==> config.mk <==
export PLATFORM = sky130hd
export DESIGN_NAME = uart_str_ctrl
export DESIGN_NICKNAME = d
export VERILOG_FILES = /design/src/rtl/uart_pkg.sv /design/src/rtl/uart_str_buf.sv /design/src/rtl/uart_str_ctrl.sv
export SDC_FILE = /design/constraint.sdc
export NUM_CORES = 1
export LEC_CHECK = 0
export CAP_MARGIN = 30
export CORE_UTILIZATION = 58
export CTS_CLUSTER_DIAMETER = 100
export DETAILED_ROUTE_END_ITERATION = 7
export PLACE_DENSITY = 0.83
export SLEW_MARGIN = 30
export SYNTH_ARGS = -nofsm -noshare
export SYNTH_HDL_FRONTEND = slang
export SYNTH_SLANG_ARGS = --single-unit
export TNS_END_PERCENT = 100
==> constraint.sdc <==
create_clock -name clk -period 2.44 [get_ports clk]
set_clock_uncertainty 0.1 [all_clocks]
set_input_delay 0.244 -clock clk [delete_from_list [all_inputs] [get_ports clk]]
set_output_delay 0.244 -clock clk [all_outputs]
set_load 0.01 [all_outputs]
==> src/rtl/uart_pkg.sv <==
// Shared UART definitions: string-controller state encoding and baud codes
// understood by uart_byte_tx.
package uart_pkg;

    typedef enum logic [2:0] {
        StIdle  = 3'd0,
        StFetch = 3'd1,
        StSend  = 3'd2,
        StWait  = 3'd3,
        StGap   = 3'd4,
        StFin   = 3'd5
    } str_state_e;

    localparam logic [2:0] Baud9600   = 3'd0;
    localparam logic [2:0] Baud19200  = 3'd1;
    localparam logic [2:0] Baud38400  = 3'd2;
    localparam logic [2:0] Baud57600  = 3'd3;
    localparam logic [2:0] Baud115200 = 3'd4;

endpackage

==> src/rtl/uart_str_buf.sv <==
// String buffer: DEPTH x 8 storage, one synchronous write port and one
// registered read port whose output holds between reads.
module uart_str_buf #(
    parameter int unsigned DEPTH = 16,
    localparam int unsigned AW   = $clog2(DEPTH)
) (
    input  logic          clk,
    input  logic          rst_n,
    input  logic          wr_en,
    input  logic [AW-1:0] wr_addr,
    input  logic [7:0]    wr_data,
    input  logic          rd_en,
    input  logic [AW-1:0] rd_addr,
    output logic [7:0]    rd_data
);

    logic [7:0] mem [DEPTH];

    always_ff @(posedge clk) begin
        if (wr_en) begin
            mem[wr_addr] <= wr_data;
        end
    end

    always_ff @(posedge clk or negedge rst_n) begin
        if (!rst_n) begin
            rd_data <= 8'h00;
        end else if (rd_en) begin
            rd_data <= mem[rd_addr];
        end
    end

endmodule

==> src/rtl/uart_str_ctrl.sv <==
// Streams a byte string from a local buffer to an external uart_byte_tx,
// one byte per send/tx_done handshake, with optional inter-byte gap and abort.
module uart_str_ctrl
    import uart_pkg::*;
#(
    parameter int unsigned DEPTH      = 16,
    parameter int unsigned GAP_CYCLES = 0,
    localparam int unsigned AW        = $clog2(DEPTH)
) (
    input  logic          clk,
    input  logic          rst_n,
    input  logic          wr_en,
    input  logic [AW-1:0] wr_addr,
    input  logic [7:0]    wr_data,
    input  logic [AW:0]   str_len,
    input  logic [2:0]    baud_sel,
    input  logic          start,
    input  logic          abort,
    input  logic          tx_done,
    output logic [7:0]    tx_data,
    output logic          tx_send_en,
    output logic [2:0]    tx_baud_set,
    output logic          busy,
    output logic          done,
    output logic [AW-1:0] byte_idx
);

    localparam int unsigned GW = $clog2(GAP_CYCLES + 2);
    localparam logic [GW-1:0] GapLast = GW'((GAP_CYCLES > 0) ? GAP_CYCLES - 1 : 0);
    localparam logic [AW:0] DepthLen = (AW + 1)'(DEPTH);

    str_state_e      state_q;
    logic [AW:0]     len_q;
    logic [GW-1:0]   gap_cnt_q;
    logic            abort_q;

    logic [AW:0]     len_in;
    logic            abort_pend;
    logic            is_last;
    logic            buf_wr;
    logic            buf_rd;

    assign len_in     = (str_len > DepthLen) ? DepthLen : str_len;
    assign abort_pend = abort_q | abort;
    assign is_last    = ({1'b0, byte_idx} == (len_q - 1'b1));
    // Buffer is frozen for the whole transfer, including the post-FIN cycle.
    assign buf_wr     = wr_en & ~busy;
    assign buf_rd     = (state_q == StFetch) & ~abort_pend;

    uart_str_buf #(
        .DEPTH (DEPTH)
    ) u_buf (
        .clk     (clk),
        .rst_n   (rst_n),
        .wr_en   (buf_wr),
        .wr_addr (wr_addr),
        .wr_data (wr_data),
        .rd_en   (buf_rd),
        .rd_addr (byte_idx),
        .rd_data (tx_data)
    );

    always_ff @(posedge clk or negedge rst_n) begin
        if (!rst_n) begin
            state_q     <= StIdle;
            len_q       <= '0;
            gap_cnt_q   <= '0;
            abort_q     <= 1'b0;
            tx_send_en  <= 1'b0;
            tx_baud_set <= Baud9600;
            busy        <= 1'b0;
            done        <= 1'b0;
            byte_idx    <= '0;
        end else begin
            tx_send_en <= 1'b0;
            done       <= 1'b0;
            if (abort) begin
                abort_q <= 1'b1;
            end
            unique case (state_q)
                StIdle: begin
                    busy    <= 1'b0;
                    abort_q <= 1'b0;
                    if (start && !busy) begin
                        len_q       <= len_in;
                        tx_baud_set <= baud_sel;
                        byte_idx    <= '0;
                        busy        <= 1'b1;
                        state_q     <= (len_in == '0) ? StFin : StFetch;
                    end
                end
                StFetch: begin
                    if (abort_pend) begin
                        state_q <= StFin;
                    end else begin
                        tx_send_en <= 1'b1;
                        state_q    <= StSend;
                    end
                end
                StSend: begin
                    state_q <= StWait;
                end
                StWait: begin
                    if (tx_done) begin
                        if (is_last || abort_pend) begin
                            state_q <= StFin;
                        end else begin
                            byte_idx  <= byte_idx + AW'(1);
                            gap_cnt_q <= '0;
                            state_q   <= (GAP_CYCLES == 0) ? StFetch : StGap;
                        end
                    end
                end
                StGap: begin
                    if (abort_pend) begin
                        state_q <= StFin;
                    end else if (gap_cnt_q == GapLast) begin
                        gap_cnt_q <= '0;
                        state_q   <= StFetch;
                    end else begin
                        gap_cnt_q <= gap_cnt_q + GW'(1);
                    end
                end
                StFin: begin
                    done    <= 1'b1;
                    abort_q <= 1'b0;
                    state_q <= StIdle;
                end
                default: begin
                    state_q <= StIdle;
                end
            endcase
        end
    end

endmodule

==> flow_metrics.py, run 1 <==
metrics = {
    "sta": {
        "rsz0062_at_grt": "false",
        "post-route-period-util_pct": 91.3,
        "final.setup.tns_ns": 0,
        "relSlewSlack_pct": 55.7,
        "hold_viol": 0,
        "drv_slew": 0,
        "setup_viol": 0,
        "setup_ws_ns": 0.213,
        "worst-slew-pin-transition_ns": 0.663,
        "fin_crit_ns": 2.23,
        "fmax_ghz": 0.449,
    },
    "flow_run": {
        "max_cap_viol_count": 0,
    },
    "clock_network": {
        "cts.sinks": 155,
        "cts_buffers": 17,
        "postCtsResizedCells": 0,
        "worstSkewPairLatency_ns": 0.52,
        "clk_pin_slew_ns": 0.07,
        "cts-root-buf": "clkbuf_8",
        "h-tree-depth": 4,
        "cts_tree": "done",
        "clockBufferDepth": 2,
    },
    "finish": {
        "final_area_mm2": 0.00760,
        "diodes": 0,
        "drive_above_1_share_pct": 21.7,
        "multi_input_comb_area_mm2": 0.00163,
        "fillCellCount": 625,
        "nets": 449,
        "area_growth_pct": 21.3,
        "seq_area_mm2": 0.00452,
        "final_common_cell": "edfxtp_1",
        "layout_common_cells": "edfxtp_1, clkdlybuf4s50_1, mux4_2",
    },
    "global_route": {
        "grt_pass1_wl_um": 20200,
        "grt_pass1_vias": 3605,
        "grt_usage_pct": 25.6,
        "antenna_found_initial": 0,
        "grt_overflow": 0,
        "grt_max_degree": 28,
    },
    "routing": {
        "wl_per_cell_um": 23.0,
        "via_per_inst": 6.16,
        "detail_route.iter0.violations": 289,
        "wirelength_um": 13100,
        "ant_nets": 0,
        "drc_errors": 0,
        "num_vias": 3514,
        "dr.pass1.iters": 6,
    },
    "yosys": {
        "ys_dominant_reg_cell": "edfxtp_1",
        "synth_top_area_share_pct": 61.3,
        "syn_avg_cell_area_um2": 18.0,
        "netlist_top_cells_area": "edfxtp_1, mux4_2, dfrtp_1",
        "yosys_warnings": 0,
        "syn_inst": 348,
        "async_reset_ff_share_pct": 17.4,
        "synth_cell_types": 39,
        "synth_area_mm2": 0.00627,
        "synth_seq_cells": 155,
        "ys_seq_area_share_pct": 72.1,
        "synth_top_cell_by_area": "edfxtp_1",
        "synth-edff-count": 128,
        "syn_nets": 376,
    },
    "min_path": {
        "hp-class": "in2reg",
    },
    "floorplan": {
        "ioPinCount": 44,
        "die_height_um": 106,
        "rows": 37,
        "chipWidth_um": 106,
        "floorplan.initialDensity_pct": 60.2,
        "fp.dieArea_mm2": 0.0112,
        "core-area_mm2": 0.0104,
    },
    "critical_path": {
        "critPathLaunchType": "register",
        "required_ns": 2.10,
        "path_class": "reg2out",
        "crit_path_cell_trace": "buf_4 -> clkdlybuf4s50_1",
        "cpPeakStageDelay_ns": 0.60,
        "path_buf_inv": 2,
        "slowest_stage": "clkdlybuf4s50_1",
        "arrival_ns": 1.88,
        "crit_family": "buffers and inverters",
        "crit_path_max_fanout": 17,
        "cp-end-kind": "output port",
    },
    "pwr": {
        "pwr_density_cell_mw_per_mm2": 980,
        "p_leak_nw": 2.60,
        "ir_worst_vdd_mv": 0.516,
    },
    "place": {
        "gp_congestion": 0.903,
        "dpl_worst_slack_ns": 0.256,
        "placed_area_mm2": 0.00698,
        "hpwl_um": 8480,
        "io_buffers": 43,
    },
    "run_status": {
        "status": "complete, no violations",
    },
}
==> final timing paths <==
path	startpoint	to	slack, ns	depth (start not counted)
worst max-delay path	byte_idx[2]	byte_idx[2]	0.21	2
worst min-delay path	baud_sel[0]	tx_baud_set[0]	0.23	2
worst max register to register	len_q[0]	byte_idx[1]	0.27	7
worst min register to register	u_buf.rd_data[4]	u_buf.rd_data[4]	0.38	1
max in group asynchronous	rst_n	byte_idx[0]	1.40	3
min in group asynchronous	rst_n	state_q[2]	0.56	3
==> routing by layer <==
layer / vias up / track usage, % / routed length [um]
li1: 1531 / - / -
met1: 1744 / 36.0 / 5390
met2: 210 / 39.8 / 6430
met3: 29 / 6.25 / 1000
met4: 0 / 9.23 / 281
met5: - / 0 / 0
==> final cells by class <==
class | instances | area share, %
multi-input combinational | 171 | 21.4
inverter | 7 | 0.346
clock buffer | 17 | 5.45
timing repair buffer | 69 | 8.43
clock inverter | 15 | 2.65
tap | 136 | 2.24
sequential | 155 | 59.5
==> timing repair <==
| action | CTS | global route |
|---|---|---|
| setup buffers | 0 | 0 |
| endpoints found under the hold margin | 15 | 0 |
| hold buffers | 1 | 0 |
==> kinds of logic after synthesis <==
kind of cell,count (synthesis),share of synthesized area (%)
adders and majority gates,2,0.399
muxes,55,15.2
buffers and inverters,22,1.90
AOI/OAI and AO/OA,37,3.99
DFF,155,72.1
xor gates and xnor gates,6,0.838
and+or+nand+nor,71,5.53
==> cells in the mapped netlist, types with 2 or more instances <==
library cell  instances
inv_1                 6
o22ai_1              10
dfrtp_1              27
or3_1                 2
nor2_1               23
nand2_1              19
xor2_1                3
buf_6                 2
o21ai_0               4
edfxtp_1            128
clkbuf_1              3
nand2b_1             11
o21ai_1               5
mux4_2               32
buf_2                 5
a21oi_1               3
nor3_1                7
buf_4                 4
a21o_1                8
xnor2_1               3
ha_1                  2
mux2_1                4
a211oi_1              2
mux2i_1              19
nand4b_1              2
==> per-stage QoR <==
stage / instances / util [%] / total power, W / hold WS [ns]
2_1_floorplan: 348 / - / 0.00419 / -0.152
3_3_place_gp: 537 / 67.0 / 0.00470 / 0.369
3_5_place_dp: 537 / 67.0 / 0.00478 / 0.379
4_1_cts: 570 / 73.0 / 0.00750 / 0.205
5_1_grt: 570 / 73.0 / 0.00773 / 0.217
6_report: 570 / 73.0 / 0.00745 / 0.226
==> where the power goes <==
part           switching [W]  internal (W)
clock network        0.00111       0.00160
logic               0.000705      0.000734
registers           0.000207       0.00309
==> flip-flops by register name, summed over array words and instances (netlist names) <==
name,count
abort_q,1
busy,1
byte_idx,4
done,1
len_q,5
state_q,3
tx_baud_set,3
tx_send_en,1
u_buf.mem,128
u_buf.rd_data,8
(Power assumes the default switching activity.)
==> run 2, diff against run 1 <==
- CORE_MARGIN: unset -> 4
- CTS_CLUSTER_SIZE: unset -> 12
==> run 2 against run 1 <==
Net effect:
- clock power is 2% higher
- via count decreased by 1.1%
- first-iteration DRC count rose by 48%
- combinational power barely moved
- clock-buffer cell count up 3
- maximum frequency down 1.2%
- final cell count down 0.35%
- worst setup slack got worse by 0.027 ns
- worst hold slack worse by 0.22 ns
- final area increased by 0.20%
- critical path type unchanged
- critical endpoint is now byte_idx[0]
- highest routed layer unchanged
==> flow_metrics.py, run 2 (synthesized netlist as in run 1, its figures left out) <==
metrics = {
    "global_route": {
        "antenna_found_initial": 0,
        "grt_max_degree": 37,
        "grt_pass1_vias": 3598,
        "grt_overflow": 0,
        "grt_pass1_wl_um": 20800,
        "grt_usage_pct": 22.6,
    },
    "sta": {
        "post-route-period-util_pct": 92.4,
        "drv_slew": 0,
        "hold_viol": 0,
        "fmax_ghz": 0.444,
        "fin_crit_ns": 2.25,
        "relSlewSlack_pct": 54.7,
        "worst-slew-pin-transition_ns": 0.677,
        "setup_viol": 0,
        "final.setup.tns_ns": 0,
        "rsz0062_at_grt": "false",
    },
    "routing": {
        "wl_met1_um": 5240,
        "wirelength_um": 13600,
        "wl_per_cell_um": 23.9,
        "detail_route.iter0.violations": 429,
        "dr.pass1.iters": 5,
        "wl_met2_um": 7120,
        "drc_errors": 0,
        "via_per_inst": 6.12,
        "num_vias": 3474,
        "wl_met3_um": 965,
        "ant_nets": 0,
        "highest_layer": "met4",
    },
    "min_path": {
        "hp-class": "in2async",
    },
    "clock_network": {
        "cts_hold_buffers": 0,
        "postCtsResizedCells": 0,
        "cts.sinks": 155,
        "cts_setup_buffers": 0,
        "cts-root-buf": "clkbuf_8",
        "cts_tree": "done",
        "clk_pin_slew_ns": 0.07,
        "cts_buffers": 17,
        "h-tree-depth": 4,
        "worstSkewPairLatency_ns": 0.52,
        "clockBufferDepth": 2,
    },
    "critical_path": {
        "cp-end-kind": "output port",
        "critPathLaunchType": "register",
        "required_ns": 2.10,
        "cp-startpoint": "byte_idx[0]",
        "cpPeakStageDelay_ns": 0.59,
        "rr_startpoint": "len_q[0]",
        "arrival_ns": 1.91,
        "crit_path_max_fanout": 14,
        "crit_path_cell_trace": "buf_12 -> clkdlybuf4s50_1",
        "slowest_stage": "dfrtp_2",
        "path_class": "reg2out",
    },
    "pwr": {
        "p_comb_share_pct": 18.9,
        "ir_worst_vdd_mv": 0.486,
        "sw_frac_of_total_pct": 26.1,
        "p_sw_w": 0.00196,
        "clkPwrFrac_pct": 36.8,
        "pwr_density_cell_mw_per_mm2": 984,
        "p_seq_share_pct": 44.3,
        "p_leak_nw": 2.60,
        "intPower_w": 0.00554,
    },
    "floorplan": {
        "chipWidth_um": 112,
        "ioPinCount": 44,
        "fp.dieArea_mm2": 0.0125,
        "floorplan.initialDensity_pct": 60.2,
        "rows": 37,
        "core-area_mm2": 0.0104,
        "die_height_um": 112,
    },
    "finish": {
        "nets": 447,
        "drive_above_1_share_pct": 21.1,
        "layout_common_cells": "edfxtp_1, clkdlybuf4s50_1, mux4_2",
        "largest_register_ffs": 128,
        "regMostFlops": "u_buf.mem",
        "fin_util_pct": 73.1,
        "final_common_cell": "edfxtp_1",
        "diodes": 0,
        "reg.largest.list": "u_buf.mem: 128 flops, u_buf.rd_data: 8 flops, len_q: 5 flops",
        "fillCellCount": 619,
        "area_growth_pct": 21.5,
    },
    "place": {
        "gp_congestion": 0.815,
        "hpwl_um": 8030,
        "io_buffers": 43,
    },
    "run_status": {
        "status": "complete, no violations",
    },
    "flow_run": {
        "max_cap_viol_count": 0,
    },
}
## run 2: cell types whose count changed in the layout (fill, tap and decap cells not counted), sizes merged
| cell | previous run | this run |
|---|---|---|
| inv | 15 | 11 |
| buf | 25 | 24 |
| bufinv | 3 | 4 |
| clkbuf | 17 | 20 |
| dlygate4sd3 | 1 | 0 |
## run 2: final timing paths
kind,endpoint,slack (ns),cells after the start
max in group asynchronous,byte_idx[0],1.94,2
worst min-delay path,len_q[0],0.007,2
min in group clk,len_q[3],0.20,3
worst min register to register,u_buf.rd_data[5],0.39,1
worst max register to register,byte_idx[0],0.22,7
worst max-delay path,byte_idx[0],0.19,2
## run 2: final cells by class
class	count	area [um2]	area share, %
inverters	7	26.3	0.345
well taps	136	170	2.23
multi-input cells	171	1630	21.4
repair buffers	67	648	8.51
clock inverters	12	188	2.46
flip-flops and latches	155	4520	59.3
clock buffers	20	435	5.72
## run 2: through the flow
step	cell area [um2]	setup slack, ns	cells	hold WS, ns	total power [W]
after floorplan	6270	0.399	348	-0.152	0.00419
after global placement	7000	0.327	536	0.371	0.00471
after detailed placement	7000	0.252	536	0.374	0.00477
after CTS	7620	0.158	568	0.00217	0.00752
after global routing	7620	0.118	568	0.0290	0.00779
final	7620	0.186	568	0.00730	0.00750
## run 2: routing by layer
layer  track usage (%)  vias up
met3              4.02       19
met4              9.05        0
met2              38.9      175
met5                 0        -
li1                  -     1520
met1              28.7     1760
## run 2: worst max-delay path, delay by kind of cell (launching register included)
| family | cells | cell delay (ns) |
|---|---|---|
| buffers and inverters | 2 | 0.78 |
| DFF | 1 | 0.59 |
## run 2: power by group through the flow
stage | Sequential [W] | Clock, W | Combinational (W)
floorplan | 0.00332 | 0 | 0.000870
global placement | 0.00335 | 0 | 0.00136
detailed placement | 0.00337 | 0 | 0.00140
CTS | 0.00332 | 0.00278 | 0.00143
global route | 0.00334 | 0.00291 | 0.00154
finish | 0.00332 | 0.00276 | 0.00142
==> run 3, diff against run 2 <==
- CORE_UTILIZATION: 58 -> 47
- PLACE_DENSITY: 0.83 -> 0.7
==> run 3 against run 2 <==
Net effect:
- critical path depth is 5 higher
- power fell by 4.1%
- sequential cell count unchanged
- global-route usage down 5.0 points
- die area up 22%
- wire length fell by 9.5%
- register-to-register slack better by 0.11 ns
- combinational power about the same
- non-clock buffer count shrank 1
- highest routed layer unchanged
==> flow_metrics.py, run 3 (synthesized netlist as in run 1, its figures left out) <==
metrics = {
    "run_status": {
        "status": "complete, no violations",
    },
    "pwr": {
        "pwr_density_cell_mw_per_mm2": 948,
        "total_power_w": 0.00719,
        "ir_worst_vdd_mv": 0.506,
        "p_leak_nw": 2.57,
    },
    "clock_network": {
        "worstSkewPairLatency_ns": 0.42,
        "cts-root-buf": "clkbuf_16",
        "cts_tree": "done",
        "cts_setup_buffers": 0,
        "h-tree-depth": 4,
        "cts_hold_buffers": 0,
        "clockBufferDepth": 2,
        "cts_buffers": 17,
        "postCtsResizedCells": 0,
        "clk_pin_slew_ns": 0.06,
        "cts.sinks": 155,
    },
    "place": {
        "io_buffers": 43,
        "gp_congestion": 0.826,
        "hpwl_um": 7850,
        "placed_area_mm2": 0.00702,
    },
    "finish": {
        "final_area_mm2": 0.00759,
        "regMostFlops": "u_buf.mem",
        "layout_common_cells": "edfxtp_1, clkdlybuf4s50_1, mux4_2",
        "area_growth_pct": 21.0,
        "diodes": 0,
        "nets": 446,
        "reg.largest.list": "u_buf.mem: 128 flops, u_buf.rd_data: 8 flops, len_q: 5 flops",
        "final_common_cell": "edfxtp_1",
        "largest_register_ffs": 128,
        "drive_above_1_share_pct": 20.9,
    },
    "sta": {
        "fmax_ghz": 0.474,
        "worst-slew-pin-transition_ns": 0.619,
        "hold_viol": 0,
        "fin_crit_ns": 2.11,
        "drv_slew": 0,
        "relSlewSlack_pct": 58.6,
        "rsz0062_at_grt": "false",
        "setup_viol": 0,
        "post-route-period-util_pct": 86.4,
        "final.setup.tns_ns": 0,
    },
    "floorplan": {
        "rows": 41,
        "ioPinCount": 44,
        "floorplan.initialDensity_pct": 48.9,
        "die_height_um": 123,
        "fp.dieArea_mm2": 0.0152,
        "chipWidth_um": 123,
        "core-area_mm2": 0.0128,
    },
    "routing": {
        "dr.pass1.iters": 4,
        "ant_nets": 0,
        "drc_errors": 0,
        "via_per_inst": 5.47,
        "detail_route.iter0.violations": 322,
        "wirelength_um": 12300,
        "wl_per_cell_um": 20.4,
        "num_vias": 3301,
    },
    "critical_path": {
        "crit_path_max_fanout": 5,
        "arrival_ns": 2.35,
        "critPathLaunchType": "register",
        "required_ns": 2.68,
        "path_class": "reg2reg",
        "cp-end-kind": "register",
    },
    "global_route": {
        "grt_pass1_vias": 3383,
        "grt_usage_pct": 17.6,
        "grt_max_degree": 36,
        "grt_pass1_wl_um": 19000,
        "antenna_found_initial": 0,
        "grt_overflow": 0,
    },
    "flow_run": {
        "max_cap_viol_count": 0,
    },
    "min_path": {
        "hp-class": "in2async",
    },
}
## run 3: changes by cell type in the layout (fill, tap and decap cells not counted), sizes merged
cell    before  now
bufinv       4    1
inv         11   14
clkbuf      20   18
clkinv       2    4
buf         24   23
## run 3: where the power goes
| part | total, W | switching, W | internal [W] |
|---|---|---|---|
| registers | 0.00330 | 0.000208 | 0.00309 |
| clock network | 0.00250 | 0.00108 | 0.00143 |
| logic | 0.00139 | 0.000660 | 0.000726 |
| total | 0.00719 | 0.00194 | 0.00525 |
## run 3: area by class of cell
type | count | area (um2)
timing repair buffer | 66 | 628
clock buffer | 18 | 429
multi-input combinational | 171 | 1630
tap | 172 | 215
inverter | 7 | 26.3
fill | 965 | 5240
clock inverter | 14 | 136
sequential | 155 | 4520
## run 3: worst paths after layout
path / cells past startpoint / to / slack (ns) / from
max in group asynchronous: 2 / byte_idx[0] / 1.86 / rst_n
min: 2 / state_q[2] / 0.10 / rst_n
min reg2reg: 1 / tx_baud_set[2] / 0.39 / tx_baud_set[2]
max reg2reg: 7 / byte_idx[1] / 0.33 / len_q[0]
min in group clk: 2 / tx_baud_set[2] / 0.33 / baud_sel[2]
max: 7 / byte_idx[1] / 0.33 / len_q[0]
## run 3: per-layer routing
layer  global-route usage [%]  part of all wire (%)  wire [um]  vias up
li1                         -                     -          -     1513
met1                     23.8                    43       5260     1674
met2                     28.2                    50       6130      104
met3                     4.35                   6.4        789       10
met4                     6.02                  0.81         99        0
met5                        0                     0          0        -
## run 3: worst max-delay path, stage by stage (launching register included)
cell and delay [ns]:
dfrtp_1 0.42, inv_1 0.07, ha_1 0.21, nand3b_1 0.13, a21oi_1 0.07, o311a_4 0.40
or4_4 0.49, o22ai_1 0.13
## run 3: stage by stage
stage               hold slack [ns]  std cells  setup WS [ns]  util [%]
floorplan                    -0.152        348          0.399         -
global placement              0.375        571          0.342      54.7
detailed placement            0.381        571          0.303      54.7
CTS                          0.0966        603          0.315      59.2
global route                  0.115        603          0.175      59.2
finish                        0.102        603          0.332      59.2
